===== config.mk =====
export PLATFORM = sky130hd
export DESIGN_NAME = serial_chunk_adder
export DESIGN_NICKNAME = d
export VERILOG_FILES = /design/src/rtl/serial_chunk_adder.sv
export SDC_FILE = /design/constraint.sdc
export NUM_CORES = 1
export LEC_CHECK = 0
export BUFFER_PORTS_ARGS = -buffer_cell sky130_fd_sc_hd__buf_4
export CORE_MARGIN = 10
export CORE_UTILIZATION = 57
export CTS_CLUSTER_DIAMETER = 40
export DETAILED_ROUTE_END_ITERATION = 16
export PLACE_DENSITY = 0.81
export SYNTH_ARGS = -nofsm -noshare
export SYNTH_HDL_FRONTEND = slang
export SYNTH_SLANG_ARGS = --single-unit

===== constraint.sdc =====
create_clock -name clk -period 5 [get_ports clk]
set_input_delay 1 -clock clk [delete_from_list [all_inputs] [get_ports clk]]
set_output_delay 1 -clock clk [all_outputs]
set_load 0.005 [all_outputs]

===== src/rtl/serial_chunk_adder.sv =====
`default_nettype none
`timescale 1ns/1ps
// ============================================================================
// Module      : serial_chunk_adder
// Description : Multi-cycle adder/subtractor. Consumes a WIDTH-bit operand
//               pair CHUNK bits per clock, LSB chunk first, with the carry
//               rippling between cycles through a flip-flop. Reports carry-out
//               and signed overflow. Uses a start/busy/done handshake.
// Revision    : 1.0 - initial release
// ============================================================================
module serial_chunk_adder #(
    parameter int WIDTH = 8,
    parameter int CHUNK = 2
) (
    input  logic             clk,
    input  logic             rst,
    input  logic             start,
    input  logic             sub,
    input  logic [WIDTH-1:0] a,
    input  logic [WIDTH-1:0] b,
    input  logic             cin,
    output logic             busy,
    output logic             done,
    output logic [WIDTH-1:0] sum,
    output logic             cout,
    output logic             overflow
);

    // Reject illegal parameter combinations at elaboration time.
    if (WIDTH < 2 || CHUNK < 1 || CHUNK > WIDTH || (WIDTH % CHUNK) != 0) begin : g_bad_params
        $error("serial_chunk_adder: illegal WIDTH/CHUNK combination");
    end

    localparam int c_nchunk = WIDTH / CHUNK;
    localparam int c_cnt_w  = (c_nchunk > 1) ? $clog2(c_nchunk) : 1;
    localparam logic [c_cnt_w-1:0] c_cnt_last = c_cnt_w'(c_nchunk - 1);

    localparam logic [1:0] c_st_idle = 2'd0;
    localparam logic [1:0] c_st_run  = 2'd1;
    localparam logic [1:0] c_st_done = 2'd2;

    logic [1:0]         r_state;
    logic [WIDTH-1:0]   r_opa;
    logic [WIDTH-1:0]   r_opb;
    logic [WIDTH-1:0]   r_res;
    logic               r_carry;
    logic [c_cnt_w-1:0] r_cnt;

    logic [CHUNK:0]     w_chunk;
    logic               w_msb_cin;
    logic [WIDTH-1:0]   w_res_next;

    // One chunk of addition; the top bit is the carry into the next chunk.
    assign w_chunk = {1'b0, r_opa[CHUNK-1:0]} + {1'b0, r_opb[CHUNK-1:0]}
                   + {{CHUNK{1'b0}}, r_carry};

    // Carry into the top bit of this chunk, recovered from that bit's sum.
    assign w_msb_cin = w_chunk[CHUNK-1] ^ r_opa[CHUNK-1] ^ r_opb[CHUNK-1];

    // New chunk enters the result register from the top.
    if (CHUNK == WIDTH) begin : g_res_full
        assign w_res_next = w_chunk[CHUNK-1:0];
    end else begin : g_res_shift
        assign w_res_next = {w_chunk[CHUNK-1:0], r_res[WIDTH-1:CHUNK]};
    end

    // Control FSM plus datapath registers and registered result outputs.
    always_ff @(posedge clk) begin
        if (rst) begin
            r_state  <= c_st_idle;
            r_opa    <= '0;
            r_opb    <= '0;
            r_res    <= '0;
            r_carry  <= 1'b0;
            r_cnt    <= '0;
            busy     <= 1'b0;
            done     <= 1'b0;
            sum      <= '0;
            cout     <= 1'b0;
            overflow <= 1'b0;
        end else begin
            done <= 1'b0;
            case (r_state)
                c_st_idle: begin
                    if (start) begin
                        r_opa   <= a;
                        r_opb   <= sub ? ~b : b;
                        r_carry <= sub | cin;
                        r_cnt   <= c_cnt_last;
                        busy    <= 1'b1;
                        r_state <= c_st_run;
                    end
                end
                c_st_run: begin
                    r_res   <= w_res_next;
                    r_opa   <= r_opa >> CHUNK;
                    r_opb   <= r_opb >> CHUNK;
                    r_carry <= w_chunk[CHUNK];
                    if (r_cnt == '0) begin
                        sum      <= w_res_next;
                        cout     <= w_chunk[CHUNK];
                        overflow <= w_msb_cin ^ w_chunk[CHUNK];
                        busy     <= 1'b0;
                        done     <= 1'b1;
                        r_state  <= c_st_done;
                    end else begin
                        r_cnt <= r_cnt - c_cnt_w'(1);
                    end
                end
                c_st_done: begin
                    r_state <= c_st_idle;
                end
                default: begin
                    busy    <= 1'b0;
                    r_state <= c_st_idle;
                end
            endcase
        end
    end

endmodule
`default_nettype wire


==> metrics.md, run 1 <==
| Metric | Value |
|---|---|
| Status | `finished, final reports clean` |
| Final nets | `238` |
| Total number of vias | `1375` |
| Clk Latency, worst-skew pair | `340 ps` |
| Worst VDD drop | `0.309 mV` |
| Internal | `0.552 mW` |
| Clock power frac | `0.345` |
| TritonCTS clock tree | `built` |
| Hold Vio Cnt, Final | `0` |
| Period Utilization, post-route | `0.381` |
| GPL Wtd Cong | `0.820` |
| Final Instance Area | `1960 um2` |
| Layout cells sized above 1 | `0.200` |
| Mapped Area | `1670 um2` |
| Final clock skew | `9.79 ps` |
| Clock Sinks | `39` |
| DRC errors left | `0` |
| PwrDens | `376 nW/um2` |
| P_leak | `0.784 nW` |
| #FFs+latches synth | `39` |
| Worst Tran Pin Value | `563 ps` |
| Hold Buf Count CTS | `0` |
| Drt wl/cell | `14.7 um` |
| Initial Utilization | `0.601` |
| FF-to-FF setup slack | `3090 ps` |
| Vias in the first global route | `1324` |
| Combinational fraction of design power | `0.176` |
| Min Tclk post-route | `1910 ps` |
| Critical path arrival | `2160 ps` |
| GRT overflow | `0` |
| Top_reg_cell synth | `dfxtp_1` |
| Total track usage | `0.133` |
| Clock buffer count from CTS | `5` |
| Drt via density | `5.59` |
| H-tree depth | `2` |
| Die height | `74.1 um` |
| Initial antenna violation count | `0` |
| Ant diodes | `0` |
| Sequential power share | `0.479` |
| Row count | `19` |
| Max-cap check violation count | `0` |
| Sw Pwr | `0.185 mW` |
| RSZ-0062 raised after global routing | `no` |
| Total routed wirelength | `3620 um` |
| FF-to-FF End | `overflow$_SDFFE_PP0P_` |
| Fmax | `525 MHz` |
| Hold_sp | `r_res[3]$_SDFFE_PP0P_` |
| Reg2Reg Depth | `6` |
| Clock Path Buffers | `2` |
| CTS clk-pin slew, worst paths | `110 ps` |
| Critical Path End Type | `flop` |
| Setup tns final | `0 ps` |
| Hold Path Sink | `sum[1]$_SDFFE_PP0P_` |
| Post-synth EDFFs | `0` |
| First-pass GRT wire length | `5920 um` |
| Layout area overhead | `17.3%` |
| Hpwl dp | `2630 um` |
| CP required | `5260 ps` |
| I/O pins | `33` |
| # setup viols final | `0` |
| DIE AREA | `5500 um2` |
| Fin util | `0.704` |
| Synthesis warning total | `0` |
| DR pass1 iterations | `5` |
| CP max FO | `3` |
| Syn nets | `212` |
| Die X | `74.1 um` |
| Largest net degree at the start of global routing | `40` |
| Postcts setup bufs | `0` |
| RR Startpoint | `r_opa[0]$_SDFFE_PP0P_` |
| ANT nets after route | `0` |
| Post-Synthesis Mean Instance Area | `8.88 um2` |
| Hold Path Class | `reg2reg` |
| Resized cells post-CTS | `0` |
| CP Class | `reg2reg` |
| Switch share | `0.251` |
| Worst slew margin | `0.625` |
| Core area | `2780 um2` |
| Asr flop ratio synth | `0` |
| Post-DP Area | `1860 um2` |
| Seq/Total Area, Yosys | `0.467` |
| Starting DRC count in detailed routing | `70` |
| Mapped Cells | `188` |
| Synth cell types | `29` |
| Port buffer count | `32` |
| Crit start category | `flop` |
| WHS Path Cells | `2` |
| Slew Viols, Final | `0` |
| Root Buffer Master | `clkbuf_4` |
## flip-flops by register name (all words and copies together), names as in the netlist
name / flops
r_opb: 8
r_state: 2
cout: 1
busy: 1
r_res: 6
r_carry: 1
r_cnt: 2
overflow: 1
sum: 8
done: 1
r_opa: 8
## cell families after synthesis
group / Yosys count / synth area share
buffers and inverters: 22 / 0.0749
DFF: 39 / 0.467
AOI/OAI and AO/OA: 47 / 0.197
xor gates and xnor gates: 11 / 0.0577
adders and majority gates: 3 / 0.0315
and+or+nand+nor: 66 / 0.172
## layout make-up
class / count / area, um2
repair buffers: 32 / 240
flip-flops and latches: 39 / 781
well taps: 31 / 38.8
clock inverters: 2 / 60.1
fillers: 230 / 822
clock buffers: 6 / 41.3
inverters: 9 / 33.8
multi-input cells: 127 / 764
## cell usage after synthesis, types with 3 or more instances
master	n	area, um2
a22oi_1	3	22.5
a311oi_1	6	52.6
a21oi_1	13	65.1
xor2_1	8	70.1
xnor2_1	3	26.3
o22ai_1	6	37.5
dfxtp_1	39	781
nor2_1	24	90.1
a211oi_1	11	82.6
buf_6	5	56.3
nand2_1	33	124
buf_2	4	20.0
inv_1	9	33.8
clkbuf_1	4	15.0
## metal layers
metal,GRT usage,vias up,part of all wire
met4,0.0559,0,0.020
li1,-,691,-
met2,0.223,41,0.50
met1,0.154,632,0.41
met3,0.0386,11,0.063
met5,0,-,0
## critical path, cell delays in order (launching register included)
cell and delay (ps):
dfxtp_1 350, inv_1 60, fa_1 430, fa_1 500, xnor2_1 160, xnor2_1 130, a211oi_1 210
## power by group through the flow
stage	Sequential (mW)	Clock [mW]	Combinational [mW]
after floorplan	0.355	0	0.103
after global placement	0.359	0	0.124
after detailed placement	0.360	0	0.129
after CTS	0.354	0.259	0.130
after global routing	0.357	0.274	0.145
final	0.354	0.254	0.130
## stage by stage
stage | cells | hold slack [ps] | total power, mW | setup slack, ps
floorplan | 188 | 432 | 0.458 | 3180
global placement | 238 | 443 | 0.483 | 3040
detailed placement | 238 | 445 | 0.489 | 2970
CTS | 246 | 462 | 0.743 | 3080
global route | 246 | 477 | 0.777 | 2950
finish | 246 | 459 | 0.737 | 3090
## worst max path at each step
stage,from,depth (start not counted),end
global route,r_opa[0]$_SDFFE_PP0P_,6,overflow$_SDFFE_PP0P_
global placement,start,4,r_opa[3]$_SDFFE_PP0P_
detailed placement,start,4,r_opa[4]$_SDFFE_PP0P_
finish,r_opa[0]$_SDFFE_PP0P_,6,overflow$_SDFFE_PP0P_
CTS,r_opa[0]$_SDFFE_PP0P_,6,overflow$_SDFFE_PP0P_
floorplan,r_opa[0]$_SDFFE_PP0P_,6,overflow$_SDFFE_PP0P_
## placed cells by master (no fill, tap or decap)
master     count
and2b_2        1
ha_1           1
bufinv_16      2
and3b_1        1
nand3_1        1
buf_4         32
a221oi_1       2
fa_1           2
nor3b_2        2
xor2_1         8
o21bai_1       1
nor2_1        24
xnor2_1        3
clkbuf_1       1
nor3_1         1
clkbuf_4       5
nand3b_1       1
a22oi_1        3
a211oi_1      11
a2bb2oi_1      1
nand2b_1       2
a221oi_2       1
a311oi_1       6
o21ai_0        2
dfxtp_1       39
a21oi_1       13
o21ba_1        1
inv_1          9
nand2_1       33
o22ai_1        6
Power figures use the tool's default switching activity.
==> run 2, diff against run 1 <==
CORE_UTILIZATION = 53   (was 57)
PLACE_DENSITY = 0.76   (was 0.81)
clock period = 1.9 ns   (was 5 ns; I/O delays follow)
==> metrics.md, run 2 (synthesis results as in run 1) <==
| Metric | Value |
|---|---|
| Final Non-Filler Cells | `261` |
| Most frequent cells in the layout | `dfxtp_1 (37), buf_4 (34), nand2_1 (33), nor2_1 (24), a21oi_1 (13)` |
| H-tree depth | `2` |
| FF-to-FF setup slack | `50 ps` |
| Drt via density | `5.36` |
| Total track usage | `0.120` |
| Sw Pwr | `0.508 mW` |
| Sequential power share | `0.494` |
| PwrDens | `947 nW/um2` |
| Placed Cells | `253` |
| Fin util | `0.657` |
| Row count | `20` |
| Setup Slack @ Placement | `21.3 ps` |
| Fin Hold WS | `296 ps` |
| Status | `finished, final reports clean` |
| Combinational fraction of design power | `0.197` |
| RR Startpoint | `r_carry$_SDFFE_PP0P_` |
| GRT overflow | `0` |
| Number of fillers in the final layout | `262` |
| Total routed wirelength | `3520 um` |
| P_leak | `0.796 nW` |
| Multi-input logic area | `774 um2` |
| Worst VDD drop | `0.487 mV` |
| Reg2Reg Depth | `6` |
| GPL Wtd Cong | `0.755` |
| Ant diodes | `0` |
| Hold Path Sink | `r_opa[7]$_SDFFE_PP0P_` |
| Starting DRC count in detailed routing | `95` |
| Clk Latency, worst-skew pair | `340 ps` |
| WHS Path Cells | `3` |
| Initial Utilization | `0.552` |
| TritonCTS clock tree | `built` |
| Hold Vio Cnt, Final | `0` |
| Clock Path Buffers | `2` |
| Die X | `76.1 um` |
| Critical Path End Type | `flop` |
| CP max FO | `2` |
| Top flop regs | `r_opa x8, r_opb x8, sum x8` |
| Final nets | `240` |
| Slew Viols, Final | `0` |
| ANT nets after route | `0` |
| Fmax | `540 MHz` |
| Hold_sp | `a[7]` |
| Tot Pwr | `1.88 mW` |
| Worst setup margin | `48.9 ps` |
| Total number of vias | `1400` |
| Die height | `76.1 um` |
| DRC errors left | `0` |
| # setup viols final | `0` |
| Worst slew margin | `0.615` |
| Worst Tran Pin Value | `576 ps` |
| Clock buffer count from CTS | `5` |
| Root Buffer Master | `clkbuf_4` |
| Layout area overhead | `19.0%` |
| Min Tclk post-route | `1850 ps` |
| Largest net degree at the start of global routing | `40` |
| Hpwl dp | `2590 um` |
| Layout cells sized above 1 | `0.235` |
| CTS clk-pin slew, worst paths | `110 ps` |
| I/O pins | `33` |
| Hold Path Class | `in2reg` |
| Core area | `3030 um2` |
| Crit start category | `flop` |
| Internal | `1.37 mW` |
| Port buffer count | `32` |
| FF-to-FF End | `overflow$_SDFFE_PP0P_` |
| CP required | `2170 ps` |
| Critical path arrival | `2120 ps` |
| Clock Sinks | `39` |
| Max-cap check violation count | `0` |
| Vias in the first global route | `1368` |
| CP Class | `reg2reg` |
| Drt wl/cell | `13.5 um` |
| Initial antenna violation count | `0` |
| Final clock skew | `7.29 ps` |
| Switch share | `0.270` |
| DIE AREA | `5800 um2` |
| Period Utilization, post-route | `0.974` |
| Reg area | `783 um2` |
| Clock power frac | `0.310` |
| Most common cell after layout, fill and taps aside | `dfxtp_1` |
| First-pass GRT wire length | `5910 um` |
| DR pass1 iterations | `4` |
| RSZ-0062 raised after global routing | `yes` |
run 2: how the worst max path moves through the flow:
| stage | from | to | depth (start not counted) |
|---|---|---|---|
| after global placement | r_opa[0]$_SDFFE_PP0P_ | overflow$_SDFFE_PP0P_ | 6 |
| after global routing | r_carry$_SDFFE_PP0P_ | overflow$_SDFFE_PP0P_ | 6 |
| final | r_carry$_SDFFE_PP0P_ | overflow$_SDFFE_PP0P_ | 6 |
| after detailed placement | r_opa[0]$_SDFFE_PP0P_ | overflow$_SDFFE_PP0P_ | 6 |
| after CTS | r_opa[0]$_SDFFE_PP0P_ | overflow$_SDFFE_PP0P_ | 6 |
| after floorplan | r_opa[0]$_SDFFE_PP0P_ | overflow$_SDFFE_PP0P_ | 6 |
run 2: layout make-up:
cell class,count,share of cell area
Clock inverter,2,0.0176
Sequential cell,39,0.394
Tap cell,44,0.0277
Clock buffer,6,0.0258
Multi-Input combinational cell,127,0.390
Timing Repair Buffer,34,0.128
Inverter,9,0.0170
run 2: what timing repair did:
item	in CTS	in global routing
setup buffers	0	0
resized for setup	1	4
pin swaps	0	5
endpoints found under the setup margin	1	1
hold buffers	0	0
hold endpoints to repair	0	0
run 2: metal layers:
metal | up-vias | track usage | part of all wire
met1 | 652 | 0.134 | 0.43
met3 | 9 | 0.0330 | 0.050
met2 | 40 | 0.207 | 0.51
met5 | - | 0 | 0
met4 | 0 | 0.0520 | 0.017
li1 | 699 | - | -
run 2: power by group through the flow:
stage	combinational [mW]	sequential, mW	clock [mW]
after floorplan	0.271	0.933	0
after global placement	0.345	0.943	0
after detailed placement	0.358	0.947	0
after CTS	0.360	0.929	0.587
after global routing	0.412	0.940	0.624
final	0.370	0.929	0.583
run 2: metrics by stage:
step / setup TNS [ps] / instance area, um2
2_1_floorplan: 0 / 1670
3_3_place_gp: 0 / 1890
3_5_place_dp: 0 / 1890
4_1_cts: 0 / 1980
5_1_grt: -68.6 / 1990
6_report: 0 / 1990
run 2: worst max-delay path, cell delays in order, from the launching register on:
cell      delay, ps
dfxtp_2         350
inv_2            40
fa_2            390
fa_1            540
xnor2_2         160
xnor2_1         130
a211oi_1        180
